[src/rtl/lfsr_pkg.sv]
// Shared definitions for the LFSR tap engine: default tap table, LFSR step
// function and the tap-search FSM state encoding.
package lfsr_pkg;

  localparam int LFSR_W    = 7;
  localparam int TAP_DEPTH = 9;
  localparam logic [LFSR_W-1:0] TAP_OOR = 7'h48;

  typedef enum logic [2:0] {
    IDLE,
    INIT,
    CMP,
    FOUND,
    FAIL
  } search_state_t;

  // Entries beyond the shipped table fall back to the out-of-range pattern.
  function automatic logic [LFSR_W-1:0] tap_default(input int idx);
    case (idx)
      0:       return 7'h60;
      1:       return 7'h48;
      2:       return 7'h78;
      3:       return 7'h72;
      4:       return 7'h6A;
      5:       return 7'h69;
      6:       return 7'h5C;
      7:       return 7'h7E;
      8:       return 7'h7B;
      default: return TAP_OOR;
    endcase
  endfunction

  function automatic logic [LFSR_W-1:0] lfsr_next(input logic [LFSR_W-1:0] s,
                                                  input logic [LFSR_W-1:0] t);
    return {s[LFSR_W-2:0], ^(s & t)};
  endfunction

endpackage

[src/rtl/lfsr_obs_buf.sv]
// Observation buffer for the tap search: fills in order, drops pushes once
// full, read back by compare index.
module lfsr_obs_buf #(
  parameter int WIDTH      = 7,
  parameter int SEARCH_LEN = 4,
  parameter int KW         = 2,
  parameter int CW         = 3
) (
  input  logic             clk,
  input  logic             rst,
  input  logic             clr,
  input  logic             push,
  input  logic [WIDTH-1:0] data,
  input  logic [KW-1:0]    rd_idx,
  output logic             full,
  output logic [WIDTH-1:0] rd_data
);

  localparam logic [CW-1:0] CNT_FULL = CW'(SEARCH_LEN);

  logic [CW-1:0]    cnt;
  logic [WIDTH-1:0] mem [SEARCH_LEN];
  logic             wr;

  assign full    = (cnt == CNT_FULL);
  assign wr      = push && !clr && !full;
  assign rd_data = mem[rd_idx];

  always_ff @(posedge clk) begin
    if (rst || clr) begin
      cnt <= '0;
    end else if (wr) begin
      cnt <= cnt + 1'b1;
    end
  end

  always_ff @(posedge clk) begin
    if (wr) begin
      mem[cnt[KW-1:0]] <= data;
    end
  end

endmodule

[src/rtl/lfsr_tap_engine.sv]
// LFSR tap table, state register and tap-search FSM.
// Define LFSR_TAP_TABLE_WR_EN to make the tap table writable through tbl_*.
module lfsr_tap_engine
  import lfsr_pkg::*;
#(
  parameter int WIDTH      = LFSR_W,
  parameter int DEPTH      = TAP_DEPTH,
  parameter int IDX_W      = $clog2(DEPTH),
  parameter int SEARCH_LEN = 4
) (
  input  logic             Clk,
  input  logic             Reset,
  input  logic [IDX_W-1:0] sel_idx,
  input  logic [WIDTH-1:0] seed,
  input  logic             load,
  input  logic             step,
  output logic [WIDTH-1:0] tap_out,
  output logic [WIDTH-1:0] state_out,
  input  logic             obs_valid,
  input  logic [WIDTH-1:0] obs_data,
  input  logic             obs_clr,
  input  logic             search_start,
  output logic             busy,
  output logic             done,
  output logic             found,
  output logic [IDX_W-1:0] found_idx,
  input  logic             tbl_we,
  input  logic [IDX_W-1:0] tbl_waddr,
  input  logic [WIDTH-1:0] tbl_wdata
);

  localparam int KW = (SEARCH_LEN > 1) ? $clog2(SEARCH_LEN) : 1;
  localparam int CW = $clog2(SEARCH_LEN + 1);
  localparam logic [IDX_W-1:0] LAST_IDX = IDX_W'(DEPTH - 1);
  localparam logic [KW-1:0]    K_LAST   = KW'(SEARCH_LEN - 1);

  logic [WIDTH-1:0] tbl [DEPTH];
  search_state_t    fsm;
  logic [IDX_W-1:0] cand;
  logic [KW-1:0]    k;
  logic             obs_full;
  logic [WIDTH-1:0] obs_rd;
  logic [WIDTH-1:0] nxt;

`ifdef LFSR_TAP_TABLE_WR_EN
  always_ff @(posedge Clk) begin
    if (Reset) begin
      for (int i = 0; i < DEPTH; i++) begin
        tbl[i] <= tap_default(i);
      end
    end else if (tbl_we && !busy && (tbl_waddr <= LAST_IDX)) begin
      tbl[tbl_waddr] <= tbl_wdata;
    end
  end
`else
  for (genvar g = 0; g < DEPTH; g++) begin : g_tbl
    assign tbl[g] = tap_default(g);
  end

  logic tbl_unused;
  assign tbl_unused = ^{tbl_we, tbl_waddr, tbl_wdata};
`endif

  assign tap_out = (sel_idx <= LAST_IDX) ? tbl[sel_idx] : TAP_OOR;
  assign nxt     = lfsr_next(state_out, tbl[cand]);

  lfsr_obs_buf #(
    .WIDTH      (WIDTH),
    .SEARCH_LEN (SEARCH_LEN),
    .KW         (KW),
    .CW         (CW)
  ) u_obs_buf (
    .clk     (Clk),
    .rst     (Reset),
    .clr     (obs_clr && !busy),
    .push    (obs_valid && !busy),
    .data    (obs_data),
    .rd_idx  (k),
    .full    (obs_full),
    .rd_data (obs_rd)
  );

  always_ff @(posedge Clk) begin
    if (Reset) begin
      fsm       <= IDLE;
      state_out <= '0;
      busy      <= 1'b0;
      done      <= 1'b0;
      found     <= 1'b0;
      found_idx <= '0;
      cand      <= '0;
      k         <= '0;
    end else begin
      done <= 1'b0;
      case (fsm)
        INIT: begin
          state_out <= seed;
          k         <= '0;
          fsm       <= CMP;
        end
        CMP: begin
          if (nxt == obs_rd) begin
            state_out <= nxt;
            if (k == K_LAST) begin
              fsm       <= FOUND;
              done      <= 1'b1;
              found     <= 1'b1;
              found_idx <= cand;
              busy      <= 1'b0;
            end else begin
              k <= k + 1'b1;
            end
          end else if (cand == LAST_IDX) begin
            fsm       <= FAIL;
            done      <= 1'b1;
            state_out <= seed;
            busy      <= 1'b0;
          end else begin
            cand <= cand + 1'b1;
            fsm  <= INIT;
          end
        end
        // IDLE, FOUND and FAIL all have busy low: the datapath is free.
        default: begin
          fsm <= IDLE;
          if (load) begin
            state_out <= seed;
          end else if (step) begin
            state_out <= lfsr_next(state_out, tap_out);
          end
          if (search_start) begin
            found <= 1'b0;
            if (obs_full) begin
              cand <= '0;
              busy <= 1'b1;
              fsm  <= INIT;
            end else begin
              done      <= 1'b1;
              found_idx <= '0;
            end
          end
        end
      endcase
    end
  end

endmodule

[config.mk]
export PLATFORM = sky130hd
export DESIGN_NAME = lfsr_tap_engine
export DESIGN_NICKNAME = d
export VERILOG_FILES = /design/src/rtl/lfsr_pkg.sv /design/src/rtl/lfsr_obs_buf.sv /design/src/rtl/lfsr_tap_engine.sv
export SDC_FILE = /design/constraint.sdc
export NUM_CORES = 1
export LEC_CHECK = 0
export CAP_MARGIN = 20
export CORE_MARGIN = 3
export CORE_UTILIZATION = 45
export CTS_BUF_LIST = sky130_fd_sc_hd__clkbuf_8
export DETAILED_ROUTE_END_ITERATION = 10
export HOLD_SLACK_MARGIN = 0.05
export PLACE_DENSITY = 0.71
export SLEW_MARGIN = 10
export SYNTH_ARGS = -nofsm -noshare
export SYNTH_HDL_FRONTEND = slang
export SYNTH_SLANG_ARGS = --single-unit
export TNS_END_PERCENT = 20
[constraint.sdc]
create_clock -name Clk -period 3.6 [get_ports Clk]
set_input_delay 0.54 -clock Clk [delete_from_list [all_inputs] [get_ports Clk]]
set_output_delay 0.54 -clock Clk [all_outputs]
set_load 0.02 [all_outputs]
==> impl.org, run 1 <==
** Logic synthesis
- The cell area that synthesis handed to floorplanning was 3080 sq um.
- Cell type with the largest total area after synthesis :: sky130_fd_sc_hd__edfxtp_1
- The top cell type by area accounts for between 20% and 30% of the synthesized area.
- Counting flops with a built-in enable in the synthesized netlist gives 28.
- Yosys attributes the largest share of cell area to sky130_fd_sc_hd__edfxtp_1, sky130_fd_sc_hd__dfxtp_1, sky130_fd_sc_hd__ha_1.
- For this run, the register share of the synthesized area comes to a little under half.
- The number of nets in the synthesized netlist is roughly 330.
- The synthesized netlist contains 65 unique library cells.
- During synthesis, Yosys emitted a total of 0 warnings.
- Of all flip-flops after synthesis, the portion carrying an async set or reset was 0%.
- The cell count after synthesis came out at roughly 280.
- A synthesized cell averages between 10 and 15 sq um.
- Counting flops and latches in the post-synthesis netlist gives 56.
- Commonest cells in the synthesized netlist :: sky130_fd_sc_hd__dfxtp_1, sky130_fd_sc_hd__edfxtp_1, sky130_fd_sc_hd__nand2_1
- Top_reg_cell synth :: sky130_fd_sc_hd__edfxtp_1

** Final layout
- Across the whole layout, storage elements account for around 1400 sq um.
- Once layout is done, the placed cells without fillers occupy about 3700 sq um.
- Count of filler cells inserted in the layout :: 554
- Share of cells above drive strength 1 :: 14.8%
- Layout overhead on the synthesized area :: 18.7%
- Post-layout util :: a little under three fifths
- The number of antenna diodes in the final layout is 0.
- Number of nets in the layout :: approximately 370
- In the final layout, the multi-input gates occupy 1560 sq um.
- Final instance count without filler cells :: 395

** Timing
- On the final layout, the worst hold slack is 0.479 ns.
- After layout, the minimum clock period comes to 3.18 ns.
- After layout, the worst setup slack is approximately 0.42 ns.
- Clock tree skew after final layout :: approximately 0.0070 ns
- In the finished design, the share of the clock period the worst path needs comes to about nine tenths.
- Setup violations remaining at the end of the flow were counted as 0.
- In this run the tightest slew margin relative to its limit is about three fifths.
- For this run, the top clock speed supported by timing is about 0.31 GHz.
- RSZ-0062 raised after global routing :: no
- Final slew viol count :: 0
- The count of final hold-check violations was 0.
- Slew at the pin closest to its max-slew limit :: approximately 0.58 ns
- Post-Route Setup TNS :: 0 ns

** Floorplan
- The core region is 6490 sq um.
- Die outline height :: 88.8 microns
- Std-Cell Rows :: 29
- Measured along the x axis, the die boundary spans ~89 microns.
- Once the floorplan was initialized, standard cells occupied a little under half of the core.
- Top Ports :: 58
- Die footprint :: between 7000 and 8000 sq um

** Clock tree
- CTS placed an instance of sky130_fd_sc_hd__clkbuf_8 at the clock tree root.
- Hold buffer count at CTS :: 0
- After clock tree synthesis, the clock-pin slew on the worst setup and hold paths is roughly 0.1 ns.
- Buffers added to address setup during post-CTS repair amount to 0.
- TritonCTS built the clock tree.
- Insertion delay to the later sink of the worst-skew pair :: about 0.31 ns
- Clock tree synthesis inserted a total of 5 buffers.
- For this design, the sink count on the clock tree is between 50 and 60.
- Counting along the longest clock path gives a buffer depth of 2.
- The clock tree synthesis step divided the H-tree into 2 levels.
- Once the clock tree was built, the resizer swapped 0 gates to a different size.

** Worst setup path
- At the worst endpoint, the required time is 3.06 ns.
- Element type at the critical path end :: output pin
- Largest fanout of any net on the critical path :: 4
- Worst Setup Path Type :: in -> out
- Startpoint types :: input pin
- For the worst setup path, the data arrival time is 2.64 ns.

** Power and ir drop
- Sw frac :: about 26%
- Post-route total power :: between 1 and 1.5 mW
- Fraction of power consumed by combinational cells :: about 15%
- The clock network is responsible for 27.9% of the overall power.
- Per report_power, the sequential group accounts for a little under three fifths of the total.
- Max rail drop VDD :: 0.000258 V
- Power spread over the standard cell area amounts to between 300 and 400 nW/um^2.
- Int Pwr :: 916 uW
- Switching pwr :: around 320 uW
- Total leakage power :: 1.26 nW

** Routing
- Routed Wire Length :: just over 6000 microns
- DRC violation total after the first TritonRoute iteration :: 124
- Initial DRT Pass Iterations :: 6
- Dividing the detail-routed via count by the number of cells gives 5.56.
- In the final routed layout, each cell accounts on average for about 15 microns.
- DRC :: 0
- Residual antenna-violating net count after detailed routing :: 0
- Via count of the routed design :: roughly 2.2k

** Outcome
- The run finished with clean final reports.

** Global routing
- Largest net degree at the start of global routing :: 19
- Antenna violations before repair :: 0
- Grt ovf :: 0
- First-pass GRT wire length :: 9790 microns
- Number of global-route vias before repair :: approximately 2.1k
- GR Util All Layers :: around 16%

** Place
- Worst slack at placement :: about 0.25 ns
- Post-detailed-placement half-perimeter wirelength :: ~4500 microns
- In this run the cell area measured after placement is ~3600 sq um.
- Routability cong. :: 0.770
- Counting tap cells, the placed design contains a total of between 300 and 400 instances.
- Count of input and output buffers :: 44

** Min path
- Worst min-delay path category :: reg -> reg

** Run
- The tool flagged a number of max-cap violations equal to 0.
==> worst max-delay path, stage by stage <==
cell,delay (ns)
sky130_fd_sc_hd__clkdlybuf4s50_1,0.52
sky130_fd_sc_hd__inv_1,0.09
sky130_fd_sc_hd__ha_1,0.28
sky130_fd_sc_hd__or3b_2,0.43
sky130_fd_sc_hd__o21ai_0,0.12
sky130_fd_sc_hd__clkdlybuf4s50_1,0.66
==> per-layer routing <==
| metal | GRT usage, % | vias to the layer above | routed length, microns |
|---|---|---|---|
| met3 | 2.61 | 4 | 203 |
| met2 | 28.5 | 42 | 3010 |
| met1 | 20.3 | 1061 | 2800 |
| li1 | - | 1091 | - |
| met4 | 5.08 | 0 | 52 |
| met5 | 0 | - | 0 |
==> layout make-up <==
class,count,share of cell area (%)
well taps,77,2.63
clock inverters,3,0.581
flip-flops and latches,56,38.3
clock buffers,5,1.88
multi-input cells,192,42.6
inverters,16,1.64
repair buffers,46,12.4
==> power groups by stage <==
| stage | clock network, mW | logic (mW) | registers (mW) |
|---|---|---|---|
| after global routing | 0.386 | 0.203 | 0.701 |
| after floorplan | 0 | 0.112 | 0.712 |
| after global placement | 0 | 0.186 | 0.713 |
| after detailed placement | 0 | 0.189 | 0.714 |
| final | 0.344 | 0.189 | 0.699 |
| after CTS | 0.357 | 0.190 | 0.699 |
==> path summary, 6_finish.rpt <==
check / from / to / slack (ns) / depth (start not counted)
min reg2reg: k[0] / register / 0.48 / 1
max reg2reg: cand[1] / state_out[0] / 0.55 / 10
max: sel_idx[1] / tap_out[1] / 0.42 / 6
min: k[0] / register / 0.48 / 1
==> registers in the layout, indices dropped and copies added, names as in the netlist, named ones only <==
signal and cells:
busy 1, cand 4, done 1, found 1
found_idx 4, fsm 3, k 2, state_out 7
u_obs_buf.cnt 3, u_obs_buf.mem 28
==> cells in the final DEF, fill, tap and decap left out, types with 3 or more instances in the layout <==
cell type and instances:
sky130_fd_sc_hd__a211oi_1 4, sky130_fd_sc_hd__a21oi_1 14, sky130_fd_sc_hd__a22o_1 4, sky130_fd_sc_hd__a31oi_1 3
sky130_fd_sc_hd__and2_1 5, sky130_fd_sc_hd__clkbuf_8 5, sky130_fd_sc_hd__clkdlybuf4s50_1 44, sky130_fd_sc_hd__dfxtp_1 28
sky130_fd_sc_hd__edfxtp_1 28, sky130_fd_sc_hd__ha_1 13, sky130_fd_sc_hd__inv_1 16, sky130_fd_sc_hd__mux2i_1 9
sky130_fd_sc_hd__mux4_2 5, sky130_fd_sc_hd__nand2_1 18, sky130_fd_sc_hd__nand2b_1 3, sky130_fd_sc_hd__nand3_1 5
sky130_fd_sc_hd__nor2_1 14, sky130_fd_sc_hd__nor2b_1 8, sky130_fd_sc_hd__nor3_1 3, sky130_fd_sc_hd__o211ai_1 3
sky130_fd_sc_hd__o21ai_0 6, sky130_fd_sc_hd__o221a_2 6, sky130_fd_sc_hd__o2bb2ai_1 3, sky130_fd_sc_hd__or2_2 3
sky130_fd_sc_hd__or3b_2 3, sky130_fd_sc_hd__xnor2_1 13, sky130_fd_sc_hd__xor2_1 3
==> cell families (layout without fill, tap and decap cells) <==
family | count (synthesis) | count (layout) | synth area share [%]
AOI/OAI and AO/OA | 61 | 61 | 14.9
xor gates and xnor gates | 21 | 21 | 8.11
adders and majority gates | 13 | 13 | 5.27
buffers and inverters | 29 | 70 | 4.02
DFF | 56 | 56 | 45.4
muxes | 16 | 16 | 7.30
other | 1 | 1 | 0.122
and+or+nand+nor | 80 | 80 | 14.8
(Power assumes the default switching activity.)
==> inputs of run 2 (changes only) <==
--- a/config.mk
+++ b/config.mk
@@ -11,7 +11,8 @@
 export CTS_BUF_LIST = sky130_fd_sc_hd__clkbuf_8
 export DETAILED_ROUTE_END_ITERATION = 10
 export HOLD_SLACK_MARGIN = 0.05
-export PLACE_DENSITY = 0.71
+export PLACE_DENSITY = 0.73
+export RECOVER_POWER = 50
 export SLEW_MARGIN = 10
 export SYNTH_ARGS = -nofsm -noshare
 export SYNTH_HDL_FRONTEND = slang
==> constraint.sdc (replaced) <==
create_clock -name Clk -period 2.9 [get_ports Clk]
set_input_delay 0.435 -clock Clk [delete_from_list [all_inputs] [get_ports Clk]]
set_output_delay 0.435 -clock Clk [all_outputs]
set_load 0.02 [all_outputs]
==> impl.org, run 2 (synthesis gave the netlist of run 1 again) <==
** Clock tree
- The worst-case clock buffer depth came to 2 (unchanged).
- The number of clock buffers inserted by TritonCTS came to 5 (unchanged).
- The number of clock sinks is 56 (unchanged).
- The worst-skew pair later-pin latency was 0.32 ns (about the same).
- Htree depth :: 2 (unchanged)
- The root buffer cell chosen for the clock tree is sky130_fd_sc_hd__clkbuf_8.
- TritonCTS built the clock tree.
- The clock transition at the register clock pins on the worst setup and hold paths after CTS was 0.11 ns (about the same).

** Outcome
- The run finished with clean final reports.

** Global routing
- Met2 track demand over resource :: 31.1% (+2.6 points)
- The number of global-route vias before repair came to 2232 (+5.3%).
- The initial antenna violation count is 0 (unchanged).
- Largest net degree at the start of global routing :: 22 (+3)
- The met1 track demand over resource in global routing came to 23.5% (+3.2 points).
- Busiest grt layer :: met2
- The final global-route overflow total was 0 (unchanged).
- The total global routing track utilization is 18.0% (+1.8 points).
- The met3 track demand over resource is 2.61% (unchanged).
- The first-pass GRT wire length is 10900 microns (+11%).

** Min path
- The hold-critical path depth was 1 (unchanged).
- Min-delay src :: k[0]
- Worst min-delay path category :: reg -> reg
- Endpoint of the worst hold path :: k[0]

** Final layout
- The final standard cell utilization of the core came to 59.5% (+3.1 points).
- Leading cell type in the layout, fill and taps excluded :: sky130_fd_sc_hd__edfxtp_1
- Share of cells above drive strength 1 :: 22.1% (+7.3 points)
- Leaving out fill and tap cells, the most frequent cells in the layout are sky130_fd_sc_hd__edfxtp_1, sky130_fd_sc_hd__dfxtp_1, sky130_fd_sc_hd__buf_4.
- Number of flip-flops in the largest register :: 28 (unchanged)
- From synthesis to final layout, the design area changed by 25.2%.
- Antenna diode count :: 0 (unchanged)
- Number of nets in the layout :: 389 (+6.0%)
- Post-route cell area :: 3860 sq um (+5.5%)

** Timing
- RSZ-0062 raised after global routing :: yes
- Final slew viol count :: 0 (unchanged)
- The worst-margin pin slew was 0.539 ns (-0.0409 ns).
- Derived from the worst setup path, the maximum achievable clock frequency is about 0.36 GHz.
- Count of final setup violators :: 0 (unchanged)
- The worst clock skew on the final layout came to 0.0100 ns (+0.00306 ns).
- The final critical path takes up between 90% and 100% of the cycle.
- Counting I/O delays and the setup requirement, the final critical path takes 2.75 ns.
- The count of final hold-check violations came to 0 (unchanged).
- Worst rel slew slack :: 64.1% (+2.9 points)

** Worst setup path
- Worst flop-to-flop path endpoint :: k[1]
- In this run the critical register-to-register path is launched from cand[0].
- The critical path in this run is classified as reg -> reg.
- Required time of the worst setup path :: 3.14 ns (+0.08 ns)
- Setup slack on the worst flop-to-flop path :: 0.15 ns (-0.40 ns)
- Length in cells of the worst reg-to-reg path :: 10 (unchanged)
- The maximum fanout along the worst path was 7 (+3).
- The worst setup path is captured at a register.
- Startpoint types :: register
- The arrival time of data at the critical path endpoint came to 2.99 ns (+0.35 ns).

** Routing
- Routed Wire Length :: 6470 microns (+6.7%)
- The antenna violation net count after detailed routing is 0 (unchanged).
- The detailed-route via count was 2304 (+4.8%).
- DRC violation total after the first TritonRoute iteration :: 144 (+16%)
- The number of detailed-routing iterations run before antenna repair is 4 (-2).
- The average wire per cell in the routed design was 15.5 microns (+1.1%).
- DRC :: 0 (unchanged)
- The via density per instance came to 5.53 (-0.71%).

** Floorplan
- Width of the chip :: 88.8 microns (unchanged)
- Die footprint :: 7880 sq um (unchanged)
- Starting density of the core :: 47.5% (unchanged)
- Core area :: 6490 sq um (unchanged)
- Std-Cell Rows :: 29 (unchanged)
- The count of boundary I/O pins came to 58 (unchanged).
- Die outline height :: 88.8 microns (unchanged)

** Power and ir drop
- The power per standard cell area is 408 nW/um^2 (+21%).
- Total leakage power :: 1.44 nW (+14%)
- The peak ir drop on the vdd network came to 0.000266 V (+3.1%).

** Place
- Placement-stage cell area :: 3710 sq um (+4.0%)
- The placer congestion estimate is 0.786 (+2.1%).
- The detailed placement HPWL is 4930 microns (+8.9%).
- Count of input and output buffers :: 44 (unchanged)

** Run
- The number of max-capacitance violations reported is 0 (unchanged).
run 2: cell types whose count changed in the layout (fill, tap and decap cells not counted), sizes merged:
cell / change
clkdlybuf4s50: -23
dlygate4sd3: +21
dlygate4sd2: +1
buf: +22
dlymetal6s2s: +1
run 2: metal layers:
metal / vias to the layer above / wire length [microns]
met2: 53 / 3280
met4: 0 / 68
met5: - / 0
met1: 1112 / 2890
met3: 6 / 229
li1: 1133 / -
run 2: critical path, stage by stage (launching register included):
cell                        delay [ns]
sky130_fd_sc_hd__dfxtp_1          0.33
sky130_fd_sc_hd__buf_4            0.16
sky130_fd_sc_hd__ha_1             0.23
sky130_fd_sc_hd__nor2b_1          0.15
sky130_fd_sc_hd__o31ai_2          0.30
sky130_fd_sc_hd__xnor2_2          0.24
sky130_fd_sc_hd__xor2_2           0.20
sky130_fd_sc_hd__xnor2_4          0.34
sky130_fd_sc_hd__nand2_4          0.11
sky130_fd_sc_hd__or4_4            0.44
sky130_fd_sc_hd__o2bb2ai_2        0.17
run 2: power breakdown:
part	switching, mW	total [mW]	internal (mW)
clock	0.273	0.451	0.178
sequential	0.00818	0.854	0.845
combinational	0.134	0.271	0.136
run 2: stage by stage:
stage	worst slack (ns)	cells	total power [mW]	setup TNS, ns	hold WS, ns
floorplan	0.253	277	1.02	0	0.439
global placement	-0.0989	406	1.13	-0.165	0.460
detailed placement	-0.175	406	1.14	-0.270	0.470
CTS	0.0649	414	1.58	0	0.487
global route	-0.0104	417	1.65	-0.0248	0.506
finish	0.154	417	1.58	0	0.480
run 2: what timing repair did:
item	CTS	global route
setup buffers	0	3
endpoints found under the setup margin	1	18
pin swaps	0	4
gates resized for setup	1	7
hold buffers	0	0
run 2: worst max-delay path by stage:
stage                     slack (ns)      endpoint  depth (start not counted)        from
after floorplan                 0.25  state_out[0]                         10  sel_idx[0]
after global placement          -0.1  state_out[0]                         11  sel_idx[0]
after global routing           -0.01  state_out[0]                         10     cand[1]
final                           0.15          k[1]                         10     cand[0]
after CTS                       0.06      register                         10     cand[1]
after detailed placement       -0.18  state_out[0]                         11  sel_idx[1]
run 2: final cells by class:
type,count,area (sq um)
clock inverters,3,27.5
well taps,77,96.3
repair buffers,68,622
clock buffers,5,68.8
multi-input cells,192,1590
flip-flops and latches,56,1400
inverters,16,60.1
fillers,558,2630
